**src/rtl/rf_alu_pkg.sv**
```systemverilog
// Shared types for the register-file + ALU engine: ALU op encodings and sequencer states.
package rf_alu_pkg;

  typedef enum logic [2:0] {
    ALU_AND = 3'b000,
    ALU_OR  = 3'b001,
    ALU_ADD = 3'b010,
    ALU_XOR = 3'b011,
    ALU_SLL = 3'b100,
    ALU_SRL = 3'b101,
    ALU_SUB = 3'b110,
    ALU_SLT = 3'b111
  } alu_op_e;

  typedef enum logic [1:0] {
    S_IDLE,
    S_READ,
    S_EXEC,
    S_WB
  } state_e;

endpackage

```
**src/rtl/alu_core.sv**
```systemverilog
// Combinational ALU: eight operations plus zero, carry and signed-overflow flags.
module alu_core
  import rf_alu_pkg::*;
#(
  parameter int unsigned WIDTH = 8
) (
  input  logic [WIDTH-1:0] a,
  input  logic [WIDTH-1:0] b,
  input  alu_op_e          op,
  output logic [WIDTH-1:0] result,
  output logic             z,
  output logic             c,
  output logic             v
);

  localparam int unsigned SW = $clog2(WIDTH);

  logic [WIDTH:0]   sum;
  logic [WIDTH:0]   diff;
  logic [SW-1:0]    shamt;
  logic             lt;

  assign sum   = {1'b0, a} + {1'b0, b};
  assign diff  = {1'b0, a} - {1'b0, b};
  assign shamt = b[SW-1:0];
  assign lt    = $signed(a) < $signed(b);

  always_comb begin
    result = '0;
    c      = 1'b0;
    v      = 1'b0;
    unique case (op)
      ALU_AND: result = a & b;
      ALU_OR:  result = a | b;
      ALU_XOR: result = a ^ b;
      ALU_ADD: begin
        result = sum[WIDTH-1:0];
        c      = sum[WIDTH];
        v      = (a[WIDTH-1] == b[WIDTH-1]) && (sum[WIDTH-1] != a[WIDTH-1]);
      end
      ALU_SUB: begin
        result = diff[WIDTH-1:0];
        // Carry means "no borrow", i.e. A >= B unsigned.
        c      = ~diff[WIDTH];
        v      = (a[WIDTH-1] != b[WIDTH-1]) && (diff[WIDTH-1] != a[WIDTH-1]);
      end
      ALU_SLL: result = a << shamt;
      ALU_SRL: result = a >> shamt;
      ALU_SLT: result = {{(WIDTH-1){1'b0}}, lt};
      default: result = '0;
    endcase
  end

  assign z = (result == '0);

endmodule

```
**src/rtl/rf_alu_engine.sv**
```systemverilog
// Register file + ALU engine: valid/ready command in, four-state READ/EXEC/WB sequencer,
// registered result and flags, r0 hardwired to zero.
module rf_alu_engine
  import rf_alu_pkg::*;
#(
  parameter  int unsigned WIDTH = 8,
  parameter  int unsigned NREGS = 8,
  localparam int unsigned AW    = $clog2(NREGS)
) (
  input  logic             clk,
  input  logic             rst,
  input  logic             cmd_valid,
  output logic             cmd_ready,
  input  logic [2:0]       cmd_op,
  input  logic [AW-1:0]    cmd_rd,
  input  logic [AW-1:0]    cmd_rs1,
  input  logic [AW-1:0]    cmd_rs2,
  input  logic [WIDTH-1:0] cmd_imm,
  input  logic             cmd_use_imm,
  input  logic             cmd_we,
  output logic             res_valid,
  output logic [WIDTH-1:0] res_data,
  output logic             res_z,
  output logic             res_c,
  output logic             res_v,
  input  logic [AW-1:0]    dbg_addr,
  output logic [WIDTH-1:0] dbg_data
);

  state_e           state_q;
  alu_op_e          op_q;
  logic [AW-1:0]    rd_q;
  logic [AW-1:0]    rs1_q;
  logic [AW-1:0]    rs2_q;
  logic [WIDTH-1:0] imm_q;
  logic             use_imm_q;
  logic             we_q;
  logic [WIDTH-1:0] a_q;
  logic [WIDTH-1:0] b_q;
  logic [WIDTH-1:0] regs [NREGS];

  logic [WIDTH-1:0] alu_result;
  logic             alu_z;
  logic             alu_c;
  logic             alu_v;

  alu_core #(
    .WIDTH(WIDTH)
  ) u_alu (
    .a     (a_q),
    .b     (b_q),
    .op    (op_q),
    .result(alu_result),
    .z     (alu_z),
    .c     (alu_c),
    .v     (alu_v)
  );

  // regs[0] is never written, so it reads as zero without a special case.
  assign dbg_data = regs[dbg_addr];

  always_ff @(posedge clk or posedge rst) begin
    if (rst) begin
      state_q   <= S_IDLE;
      cmd_ready <= 1'b1;
      res_valid <= 1'b0;
      res_data  <= '0;
      res_z     <= 1'b0;
      res_c     <= 1'b0;
      res_v     <= 1'b0;
      op_q      <= ALU_AND;
      rd_q      <= '0;
      rs1_q     <= '0;
      rs2_q     <= '0;
      imm_q     <= '0;
      use_imm_q <= 1'b0;
      we_q      <= 1'b0;
      a_q       <= '0;
      b_q       <= '0;
      for (int unsigned i = 0; i < NREGS; i++) begin
        regs[i] <= '0;
      end
    end else begin
      unique case (state_q)
        S_IDLE: begin
          if (cmd_valid) begin
            op_q      <= alu_op_e'(cmd_op);
            rd_q      <= cmd_rd;
            rs1_q     <= cmd_rs1;
            rs2_q     <= cmd_rs2;
            imm_q     <= cmd_imm;
            use_imm_q <= cmd_use_imm;
            we_q      <= cmd_we;
            cmd_ready <= 1'b0;
            state_q   <= S_READ;
          end
        end
        S_READ: begin
          a_q     <= regs[rs1_q];
          b_q     <= use_imm_q ? imm_q : regs[rs2_q];
          state_q <= S_EXEC;
        end
        S_EXEC: begin
          res_data  <= alu_result;
          res_z     <= alu_z;
          res_c     <= alu_c;
          res_v     <= alu_v;
          res_valid <= 1'b1;
          state_q   <= S_WB;
        end
        S_WB: begin
          if (we_q && (rd_q != '0)) begin
            regs[rd_q] <= res_data;
          end
          res_valid <= 1'b0;
          cmd_ready <= 1'b1;
          state_q   <= S_IDLE;
        end
        default: begin
          res_valid <= 1'b0;
          cmd_ready <= 1'b1;
          state_q   <= S_IDLE;
        end
      endcase
    end
  end

endmodule

```
**config.mk**
```make
export PLATFORM = sky130hd
export DESIGN_NAME = rf_alu_engine
export DESIGN_NICKNAME = d
export VERILOG_FILES = /design/src/rtl/rf_alu_pkg.sv /design/src/rtl/alu_core.sv /design/src/rtl/rf_alu_engine.sv
export SDC_FILE = /design/constraint.sdc
export NUM_CORES = 1
export LEC_CHECK = 0
export ABC_CLOCK_PERIOD_IN_PS = 11700
export CELL_PAD_IN_SITES_DETAIL_PLACEMENT = 0
export CELL_PAD_IN_SITES_GLOBAL_PLACEMENT = 1
export CORE_UTILIZATION = 35
export CTS_CLUSTER_SIZE = 28
export DETAILED_ROUTE_END_ITERATION = 8
export DONT_BUFFER_PORTS = 1
export GPL_TIMING_DRIVEN = 0
export PLACE_DENSITY_LB_ADDON = 0.1
export SLEW_MARGIN = 10
export SYNTH_ARGS = -nofsm -noshare
export SYNTH_HDL_FRONTEND = slang
export SYNTH_SLANG_ARGS = --single-unit
```
**constraint.sdc**
```tcl
create_clock -name clk -period 11.7 [get_ports clk]
set_input_delay 2.34 -clock clk [delete_from_list [all_inputs] [get_ports clk]]
set_output_delay 2.34 -clock clk [all_outputs]
set_load 0.005 [all_outputs]
```
==> results.ini, run 1 <==
[layout]
drive_gt1_share_pct=30.0
n_fill_cell=2045
antenna_cells=0
seq_area_sq_um=2930
nNetsFinal=741
area_delta_synth_final_pct=13.2
multiInputGateArea_sq_um=4340

[placement]
post-place-ws_ns=5.09
gp_routability_congestion=0.869
port_buffers=0
dp_hpwl_mm=17.2

[yosys]
syn-cell-area_sq_um=7600
seq_area_frac_synth_pct=38.6
synth_commonest_cells=dfrtp_1, mux2_2, mux4_2, nand2_1, nor2_1
synth_nets=718
synthSimpleGateAreaFrac_pct=8.15
yosys-top-cells-area=dfrtp_1, mux4_2, mux2_2
ys_ff_latch=117
synthMuxAreaShare_pct=31.7
synthFlopType=dfrtp_1
synth_most_common_cell=dfrtp_1
async_flop_share_pct=100
ys_types=68
synth_fa_ha_area_share_pct=5.47
synthCells=658
yosysWarnings=0
synth_top_area_share_pct=38.2
synth_compound_area_share_pct=11.1
synth_top_family_by_area=multiplexers
avgSynthCellArea_sq_um=11.5
synth_edf_count=0
synthXorXnorAreaFrac_pct=0.461
synth_area_leader_cell=dfrtp_1

[worst_setup_path]
end_kind=output port
crit_start=dbg_addr[0]
timing.rr.start=b_q[1]
critical_path_class=in2out
required_ns=9.36
r2r_slack_ns=8.48
start_kind=input port
crit_fanout=10
arrival_ns=4.22

[clock_network]
cts_buffers=17
clock_sinks=117
h-tree-depth=4
post_cts_buffers=0
cts.repair.resized=0
cts_tree=yes
holdBufCountCts=0
insertion_delay_ns=0.41
clockBufferDepth=2
clkTransAtPathRegs_ns=0.06
cts_root_buf=clkbuf_16

[run]
maxCapViolations=0

[power_and_ir_drop]
powerDensity_nw_per_um2=307
seq_power_share_pct=29.1
p_sw_share_pct=44.1
switchingPower_mw=1.17
leakage_nw=3.67
power_frac_clock_pct=19.2
peakVddDrop_mv=0.108
p_int_mw=1.48
p_comb_share_pct=51.7

[sta]
finClkSkew_ns=0.00880
tns_ns=0
setup_viol=0
grt_setup_unrepaired=no
max_slew_margin_pct=26.1
fin_ws_ns=5.14
worstMarginPinSlew_ns=1.11
hold_viol_final=0
fin_crit_sh_pct=56.1
max_freq_mhz=152
hold_slack_ns=0.500
final-max-slew-violation-count=0
layout_min_cycle_time_ns=6.56

[routing]
drcViolationCount=0
via_count=5707
routed_wl_mm=23.9
vias_per_cell=5.89
ant_nets=0
drt_pre_antenna_iters=5
wl_per_cell_microns=24.6
drt_iter0_drc=406

[global_routing]
grt_overflow_total=0
grt_pass1_vias=5638
grt_pass1_wl_mm=36.3
antenna_found_initial=0
gr-usage-all-layers_pct=22.6
grt_max_degree=63

[die]
die_h_microns=149
core-area_sq_um=21200
die_w_microns=149
pin_count=49
start_util_pct=35.9
dieArea_sq_um=22300
rows=53

[run_status]
status=completed

[worst_hold_path]
min-delay-start=regs[60]
hold_path_class=reg2reg

==> path summary, 6_finish.rpt <==
kind / endpoint / cells past startpoint
min in group asynchronous: state_q[1] / 1
hold / removal: regs[60] / 1
setup / recovery: dbg_data[5] / 4
max in group asynchronous: regs[42] / 2
hold reg to reg: regs[60] / 1
setup reg to reg: res_z / 11
==> critical path, cell delays in order <==
cell and delay, ns:
clkbuf_1 0.51, buf_2 0.50, mux4_2 0.55, mux2_2 0.32
==> metal layers <==
layer  up-vias  part of all wire [%]  GRT usage [%]
met3        21                   6.4           5.47
li1       2505                     -              -
met4         0                   1.6           7.45
met2       183                    46           33.5
met5         -                     0              0
met1      2998                    46           32.3
==> power by group through the flow <==
stage,clock [mW],sequential [mW],combinational (mW)
after floorplan,0,0.688,1.00
after detailed placement,0,0.772,1.35
after global placement,0,0.760,1.34
after global routing,0.540,0.799,1.48
final,0.507,0.769,1.37
after CTS,0.520,0.766,1.36
==> registers in the layout, indices dropped and copies added, names as in the netlist <==
register and cells:
res_data 8, b_q 8, rs1_q 3, res_valid 1, res_z 1, res_v 1
op_q 3, rd_q 3, use_imm_q 1, a_q 8, cmd_ready 1, we_q 1
res_c 1, imm_q 8, rs2_q 3, state_q 2, regs 64
==> area by class of cell <==
class	count	share of cell area, %
inverter	31	1.41
clock inverter	10	1.12
tap	275	4.00
sequential	117	34.1
clock buffer	22	5.52
timing repair buffer	4	0.713
multi-input combinational	459	50.5
buffer	51	2.63
==> cell families after synthesis <==
logic type | count (synthesis)
AOI/OAI and AO/OA | 131
muxes | 163
DFF | 117
xor gates and xnor gates | 4
and+or+nand+nor | 129
buffers and inverters | 82
adders and majority gates | 32
==> cell usage in the layout (no fill, tap or decap), drive strengths merged, types with 3 or more instances in the layout <==
cell type  count
ha            30
mux2i         22
nor2          39
a211o          3
nand3          5
a211oi        12
inv           34
mux2          88
nand2b         6
o211ai         3
nor3           8
a31oi          4
nand2         44
a21oi         38
mux4          53
dfrtp        116
o32ai          7
nor3b          3
a21o           5
nand3b         3
nor2b          4
buf           31
xnor2          3
clkinv         5
o21ai         36
clkbuf        46
o21bai         4
o22ai          3
==> through the flow <==
stage	cells	cell area, sq um	utilization (%)	total power [mW]
after floorplan	658	7600	-	1.69
after global placement	933	7940	37.5	2.10
after detailed placement	937	8030	37.9	2.12
after CTS	969	8600	40.6	2.64
after global routing	969	8600	40.6	2.82
final	969	8600	40.6	2.64
No activity file was read; power rests on OpenSTA's default activity.
==> run 2, diff against run 1 <==
--- a/config.mk
+++ b/config.mk
@@ -5,7 +5,7 @@
 export SDC_FILE = /design/constraint.sdc
 export NUM_CORES = 1
 export LEC_CHECK = 0
-export ABC_CLOCK_PERIOD_IN_PS = 11700
+export ABC_CLOCK_PERIOD_IN_PS = 6300
 export CELL_PAD_IN_SITES_DETAIL_PLACEMENT = 0
 export CELL_PAD_IN_SITES_GLOBAL_PLACEMENT = 1
 export CORE_UTILIZATION = 35
==> constraint.sdc (replaced) <==
create_clock -name clk -period 6.3 [get_ports clk]
set_input_delay 1.26 -clock clk [delete_from_list [all_inputs] [get_ports clk]]
set_output_delay 1.26 -clock clk [all_outputs]
set_load 0.005 [all_outputs]
==> results of run 2 <==
Same layout as run 1 (identical final DEF). Status: completed.
Among the figures that moved: setup slack after placement 5.09 ns -> 1.85 ns; setup slack after layout 5.14 ns -> 1.90 ns; register-to-register setup slack 8.48 ns -> 3.08 ns; total power 2.64 mW -> 4.91 mW; worst IR drop on VDD 0.108 mV -> 0.200 mV
